**config.mk**
```make
export PLATFORM = sky130hd
export DESIGN_NAME = ps2_keyboard_rx
export DESIGN_NICKNAME = d
export VERILOG_FILES = /design/src/rtl/ps2_keyboard_rx.sv
export SDC_FILE = /design/constraint.sdc
export NUM_CORES = 1
export LEC_CHECK = 0
export BUFFER_PORTS_ARGS = -buffer_cell sky130_fd_sc_hd__buf_4
export CELL_PAD_IN_SITES_DETAIL_PLACEMENT = 1
export CELL_PAD_IN_SITES_GLOBAL_PLACEMENT = 1
export CORE_MARGIN = 4
export CORE_UTILIZATION = 40
export DETAILED_ROUTE_END_ITERATION = 6
export GPL_TIMING_DRIVEN = 0
export PLACE_DENSITY = 0.7
export SKIP_CTS_REPAIR_TIMING = 1
export SYNTH_ARGS = -nofsm -noshare
export SYNTH_HDL_FRONTEND = slang
export SYNTH_SLANG_ARGS = --single-unit
```
**constraint.sdc**
```tcl
create_clock -name CLOCK_50 -period 4.88 [get_ports CLOCK_50]
set_input_delay 0.732 -clock CLOCK_50 [delete_from_list [all_inputs] [get_ports CLOCK_50]]
set_output_delay 0.732 -clock CLOCK_50 [all_outputs]
set_load 0.05 [all_outputs]
```
**src/rtl/ps2_keyboard_rx.sv**
```systemverilog
// rtl/ps2_keyboard_rx.sv - PS/2 keyboard frame receiver with clock filter, timeout and break/extended tagging
module ps2_keyboard_rx #(
    parameter int FILTER_LEN     = 8,
    parameter int TIMEOUT_CYCLES = 100000
) (
    input  logic       CLOCK_50,
    input  logic       Reset,
    input  logic       PS2_CLK,
    input  logic       PS2_DAT,
    output logic [7:0] received_data,
    output logic       received_data_en,
    output logic       received_break,
    output logic       received_ext,
    output logic       frame_error
);

    localparam int FW   = $clog2(FILTER_LEN + 1);
    localparam int TW   = $clog2(TIMEOUT_CYCLES + 1);
    localparam logic [FW-1:0] FLT_MAX = FW'(FILTER_LEN - 1);
    localparam logic [TW-1:0] TO_MAX  = TW'(TIMEOUT_CYCLES - 1);

    typedef enum logic [1:0] {
        IDLE   = 2'd0,
        DATA   = 2'd1,
        PARITY = 2'd2,
        STOP   = 2'd3
    } state_t;

    // Two-flop synchronizers; idle bus level is high
    logic clk_s1_q, clk_s2_q, dat_s1_q, dat_s2_q;

    // Clock glitch filter and edge detect
    logic          clk_flt_q, clk_flt_d;
    logic          clk_flt_prev_q;
    logic [FW-1:0] flt_cnt_q, flt_cnt_d;
    logic          fall_edge;

    // Frame FSM state and registered outputs
    state_t        state_q;
    logic [2:0]    bit_cnt_q;
    logic [7:0]    shreg_q;
    logic          parity_q;
    logic [TW-1:0] to_cnt_q;
    logic [7:0]    data_q;
    logic          en_q, brk_q, ext_q, err_q;
    logic          brk_pend_q, ext_pend_q;

    // Bring the asynchronous PS/2 lines into the CLOCK_50 domain
    always_ff @(posedge CLOCK_50) begin
        if (Reset) begin
            clk_s1_q <= 1'b1;
            clk_s2_q <= 1'b1;
            dat_s1_q <= 1'b1;
            dat_s2_q <= 1'b1;
        end else begin
            clk_s1_q <= PS2_CLK;
            clk_s2_q <= clk_s1_q;
            dat_s1_q <= PS2_DAT;
            dat_s2_q <= dat_s1_q;
        end
    end

    // Filtered clock only follows a new level held for FILTER_LEN cycles
    always_comb begin
        clk_flt_d = clk_flt_q;
        flt_cnt_d = '0;
        if (clk_s2_q != clk_flt_q) begin
            if (flt_cnt_q == FLT_MAX) begin
                clk_flt_d = clk_s2_q;
                flt_cnt_d = '0;
            end else begin
                flt_cnt_d = flt_cnt_q + FW'(1);
            end
        end
    end

    // Register filter state and the previous filtered level for edge detection
    always_ff @(posedge CLOCK_50) begin
        if (Reset) begin
            clk_flt_q      <= 1'b1;
            clk_flt_prev_q <= 1'b1;
            flt_cnt_q      <= '0;
        end else begin
            clk_flt_q      <= clk_flt_d;
            clk_flt_prev_q <= clk_flt_q;
            flt_cnt_q      <= flt_cnt_d;
        end
    end

    assign fall_edge = clk_flt_prev_q & ~clk_flt_q;

    // Frame FSM: shift bits on filtered falling edges, validate, tag prefixes, time out stalled frames
    always_ff @(posedge CLOCK_50) begin
        if (Reset) begin
            state_q    <= IDLE;
            bit_cnt_q  <= '0;
            shreg_q    <= '0;
            parity_q   <= 1'b0;
            to_cnt_q   <= '0;
            data_q     <= '0;
            en_q       <= 1'b0;
            brk_q      <= 1'b0;
            ext_q      <= 1'b0;
            err_q      <= 1'b0;
            brk_pend_q <= 1'b0;
            ext_pend_q <= 1'b0;
        end else begin
            en_q  <= 1'b0;
            err_q <= 1'b0;
            if (state_q != IDLE && !fall_edge && to_cnt_q == TO_MAX) begin
                state_q    <= IDLE;
                to_cnt_q   <= '0;
                err_q      <= 1'b1;
                brk_pend_q <= 1'b0;
                ext_pend_q <= 1'b0;
            end else begin
                if (state_q == IDLE || fall_edge) begin
                    to_cnt_q <= '0;
                end else begin
                    to_cnt_q <= to_cnt_q + TW'(1);
                end
                if (fall_edge) begin
                    case (state_q)
                        IDLE: begin
                            if (!dat_s2_q) begin
                                state_q   <= DATA;
                                bit_cnt_q <= '0;
                            end
                        end
                        DATA: begin
                            shreg_q   <= {dat_s2_q, shreg_q[7:1]};
                            bit_cnt_q <= bit_cnt_q + 3'd1;
                            if (bit_cnt_q == 3'd7) begin
                                state_q <= PARITY;
                            end
                        end
                        PARITY: begin
                            parity_q <= dat_s2_q;
                            state_q  <= STOP;
                        end
                        STOP: begin
                            state_q <= IDLE;
                            if (dat_s2_q && (^shreg_q ^ parity_q)) begin
                                data_q <= shreg_q;
                                en_q   <= 1'b1;
                                if (shreg_q == 8'hF0) begin
                                    brk_pend_q <= 1'b1;
                                    brk_q      <= 1'b0;
                                    ext_q      <= 1'b0;
                                end else if (shreg_q == 8'hE0) begin
                                    ext_pend_q <= 1'b1;
                                    brk_q      <= 1'b0;
                                    ext_q      <= 1'b0;
                                end else begin
                                    brk_q      <= brk_pend_q;
                                    ext_q      <= ext_pend_q;
                                    brk_pend_q <= 1'b0;
                                    ext_pend_q <= 1'b0;
                                end
                            end else begin
                                err_q      <= 1'b1;
                                brk_pend_q <= 1'b0;
                                ext_pend_q <= 1'b0;
                            end
                        end
                        default: state_q <= IDLE;
                    endcase
                end
            end
        end
    end

    assign received_data    = data_q;
    assign received_data_en = en_q;
    assign received_break   = brk_q;
    assign received_ext     = ext_q;
    assign frame_error      = err_q;

endmodule

```
==> run metrics <==
switching power=~0.17 mW; PortBufs=15; vias in the first global route=2,091; hold_sp=dat_s1_q; Fillers=730; Ys Warns=0; Die Area=0.007606 sq mm; syn_nets=roughly 300; dpl hpwl=around 4.2 mm; Post-route DRC=0; die span in y=slightly below 90 um; CTS tree=done; grt met3 use=0.03217; I/O pin cnt=16; ant diodes=0; RR Endpoint=frame_error; final hold vios=0; Max Cap Viol=0; Syn-to-layout area delta=11.91%; Logic pwr share=0.020; Register-to-Register Path Depth=6; Power Density=between 200 and 300 mW/mm^2; Reg2Reg Launch Point=shreg_q[7]; FF-to-FF setup slack=2650 ps; Num Clock Sinks=55; cell area after synthesis=0.002510 sq mm; GRT Max-Usage Layer=met2; Num CTS Buffers=5; initial detailed-routing violation count=56; global-route wire length before repair=a little under 10 mm; initial antenna violation count=0; Max IR drop VDD=0.0001174 V; WS Path Type=reg -> reg; arrival time at the worst endpoint=2480 ps; Routed Antenna Nets=0; fmax=roughly 0.45 GHz; post-synthesis sequential area ratio=0.4387; WHS Path Cells=1; worst rel slew slack=0.6528; Synth Register Bits=55; number of flops mapped to enable cells by yosys=0; required time of the critical path=roughly 5100 ps; multi-input logic area=around 0.0013 sq mm; Startpoint Class=flip-flop; unrepaired setup endpoints after global routing=no; Min Hold Slack=about 420 ps; Flop pwr share=0.620; Post-Synthesis Cells=approximately 280; clock power share=0.361; asr flop ratio synth=0; Layout Nets=about 320; post-layout power=around 0.73 mW; Finished Cell Area=0.002809 sq mm; slew of the pin with the lowest slew margin=about 520 ps; all-layer global routing usage=0.1630; hold endpoint=dat_s2_q; Starting Density=0.4190; grt total ovfl=0; met2 Use GR=0.2567; Leak=0.9604 nW; syn_area_per_cell=a little under 9 sq um; P_int=0.5576 mW; Slew Viols, Final=0; clk slew on worst S/H paths=around 110 ps; status=complete, no violations; setup TNS=0 ps; met1 usage=0.2252; share of post-route cells with drive strength above 1=0.1049; Crit. End Element=flip-flop; predominant post-synthesis flop cell=dfxtp_1; largest net degree at the start of global routing=19; part of the cycle the worst path needs=0.4566; Final Critical Period=2228 ps; Final Setup Violations=0; Tightest Hold Check Type=reg -> reg; worst-path maximum fanout=10; Post-Route Skew=approximately 9.3 ps; post-synthesis cell type count=38; final WL=roughly 5.5 mm; Core Box Area=between 0.005 and 0.006 sq mm; Cell Area, Placed=0.002716 sq mm; Clock Root Buffer=clkbuf_8; Placer Congestion=0.7214; final core occ=0.4689; via count=2,053; Sw Share=0.2335; Via density=5.403; floorplan row count=28; # H-tree levels=2; sequential cell area=approximately 0.0011 sq mm; Clk Latency, worst-skew pair=320 ps; wire per inst=around 15 um; die outline width=between 80 and 90 um; Max Root-Sink Buffers=2; DRT Pass-1 Iters=4
==> routing by layer <==
metal	up-vias	routed length [um]	share of wire
li1	1040	-	-
met1	987	2838	0.51
met2	19	2443	0.44
met3	7	193	0.035
met4	0	72	0.013
met5	-	0	0
==> synth_stat cells (2+ instances only) <==
master / n / area [sq um]
a21oi_1: 25 / 125.1
a31oi_1: 2 / 12.51
a32oi_1: 2 / 17.52
and3_1: 4 / 25.02
and4_1: 3 / 26.28
clkbuf_1: 15 / 56.30
dfxtp_1: 55 / 1101
ha_1: 13 / 162.7
inv_1: 12 / 45.04
mux2i_1: 3 / 30.03
nand2_1: 25 / 93.84
nand2b_1: 2 / 12.51
nand3_1: 16 / 80.08
nand3b_1: 3 / 22.52
nand4_1: 15 / 93.84
nor2_1: 22 / 82.58
nor2b_1: 2 / 12.51
nor3_1: 4 / 20.02
nor4_1: 2 / 12.51
o21ai_0: 3 / 15.01
o31ai_1: 11 / 82.58
or2_2: 5 / 31.28
or3_1: 4 / 25.02
or4_1: 4 / 30.03
xnor2_1: 9 / 78.83
xor2_1: 9 / 78.83
==> worst max-delay path by stage <==
stage | end | start | depth (start not counted)
2_1_floorplan | to_cnt_q[11] | to_cnt_q[6] | 5
3_3_place_gp | frame_error | shreg_q[6] | 6
3_5_place_dp | frame_error | shreg_q[6] | 6
4_1_cts | frame_error | shreg_q[6] | 6
5_1_grt | frame_error | shreg_q[4] | 7
6_report | frame_error | shreg_q[7] | 6
==> logic make-up after synthesis <==
logic type / after synthesis / synth area share
and+or+nand+nor: 114 / 0.2373
DFF: 55 / 0.4387
AOI/OAI and AO/OA: 50 / 0.1306
buffers and inverters: 28 / 0.04486
xor gates and xnor gates: 19 / 0.07179
adders and majority gates: 13 / 0.06481
muxes: 3 / 0.01196
==> metrics by stage <==
step	cells	worst slack [ps]
6_report	380	2652
5_1_grt	380	2447
4_1_cts	380	2625
3_5_place_dp	372	2649
3_3_place_gp	372	2694
2_1_floorplan	282	2919
==> cells in the final DEF (no fill, tap or decap), types with 4 or more instances in the layout <==
cell	count
nor2_1	22
xor2_1	9
nand4_1	15
ha_1	13
or3_1	4
or4_1	4
and3_1	4
xnor2_1	9
or2_2	5
a21oi_1	25
nand3_1	16
nor3_1	4
dfxtp_1	55
nand2_1	25
clkbuf_8	5
buf_4	15
clkbuf_1	15
o31ai_1	11
inv_1	12
==> power by group through the flow <==
| stage | combinational, mW | sequential [mW] | clock [mW] |
|---|---|---|---|
| 2_1_floorplan | 0.00831 | 0.461 | 0 |
| 3_3_place_gp | 0.0144 | 0.461 | 0 |
| 4_1_cts | 0.0146 | 0.451 | 0.271 |
| 3_5_place_dp | 0.0145 | 0.461 | 0 |
| 5_1_grt | 0.0162 | 0.451 | 0.293 |
| 6_report | 0.0143 | 0.451 | 0.262 |
==> cell type report <==
cell class                      instances  area share
Buffer                                 16     0.02405
Clock buffer                            5     0.02450
Tap cell                               75     0.03341
Inverter                               12     0.01604
Multi-Input combinational cell        199      0.4615
Timing Repair Buffer                   15     0.04009
Sequential cell                        55      0.3920
Clock inverter                          3    0.008463
==> critical path: stages, from the launching register on <==
cell,delay (ps)
dfxtp_1,410
ha_1,270
xnor3_1,390
xor2_1,350
clkbuf_1,440
o21ai_0,150
a21oi_1,160
==> flip-flops by register name, summed over array words and instances (netlist names) <==
register / cells
shreg_q: 8
dat_s2_q: 1
clk_flt_prev_q: 1
received_data: 8
bit_cnt_q: 3
received_ext: 1
frame_error: 1
clk_flt_q: 1
received_break: 1
flt_cnt_q: 4
to_cnt_q: 17
clk_s1_q: 1
ext_pend_q: 1
parity_q: 1
brk_pend_q: 1
state_q: 2
received_data_en: 1
dat_s1_q: 1
clk_s2_q: 1
Power figures use the tool's default switching activity.
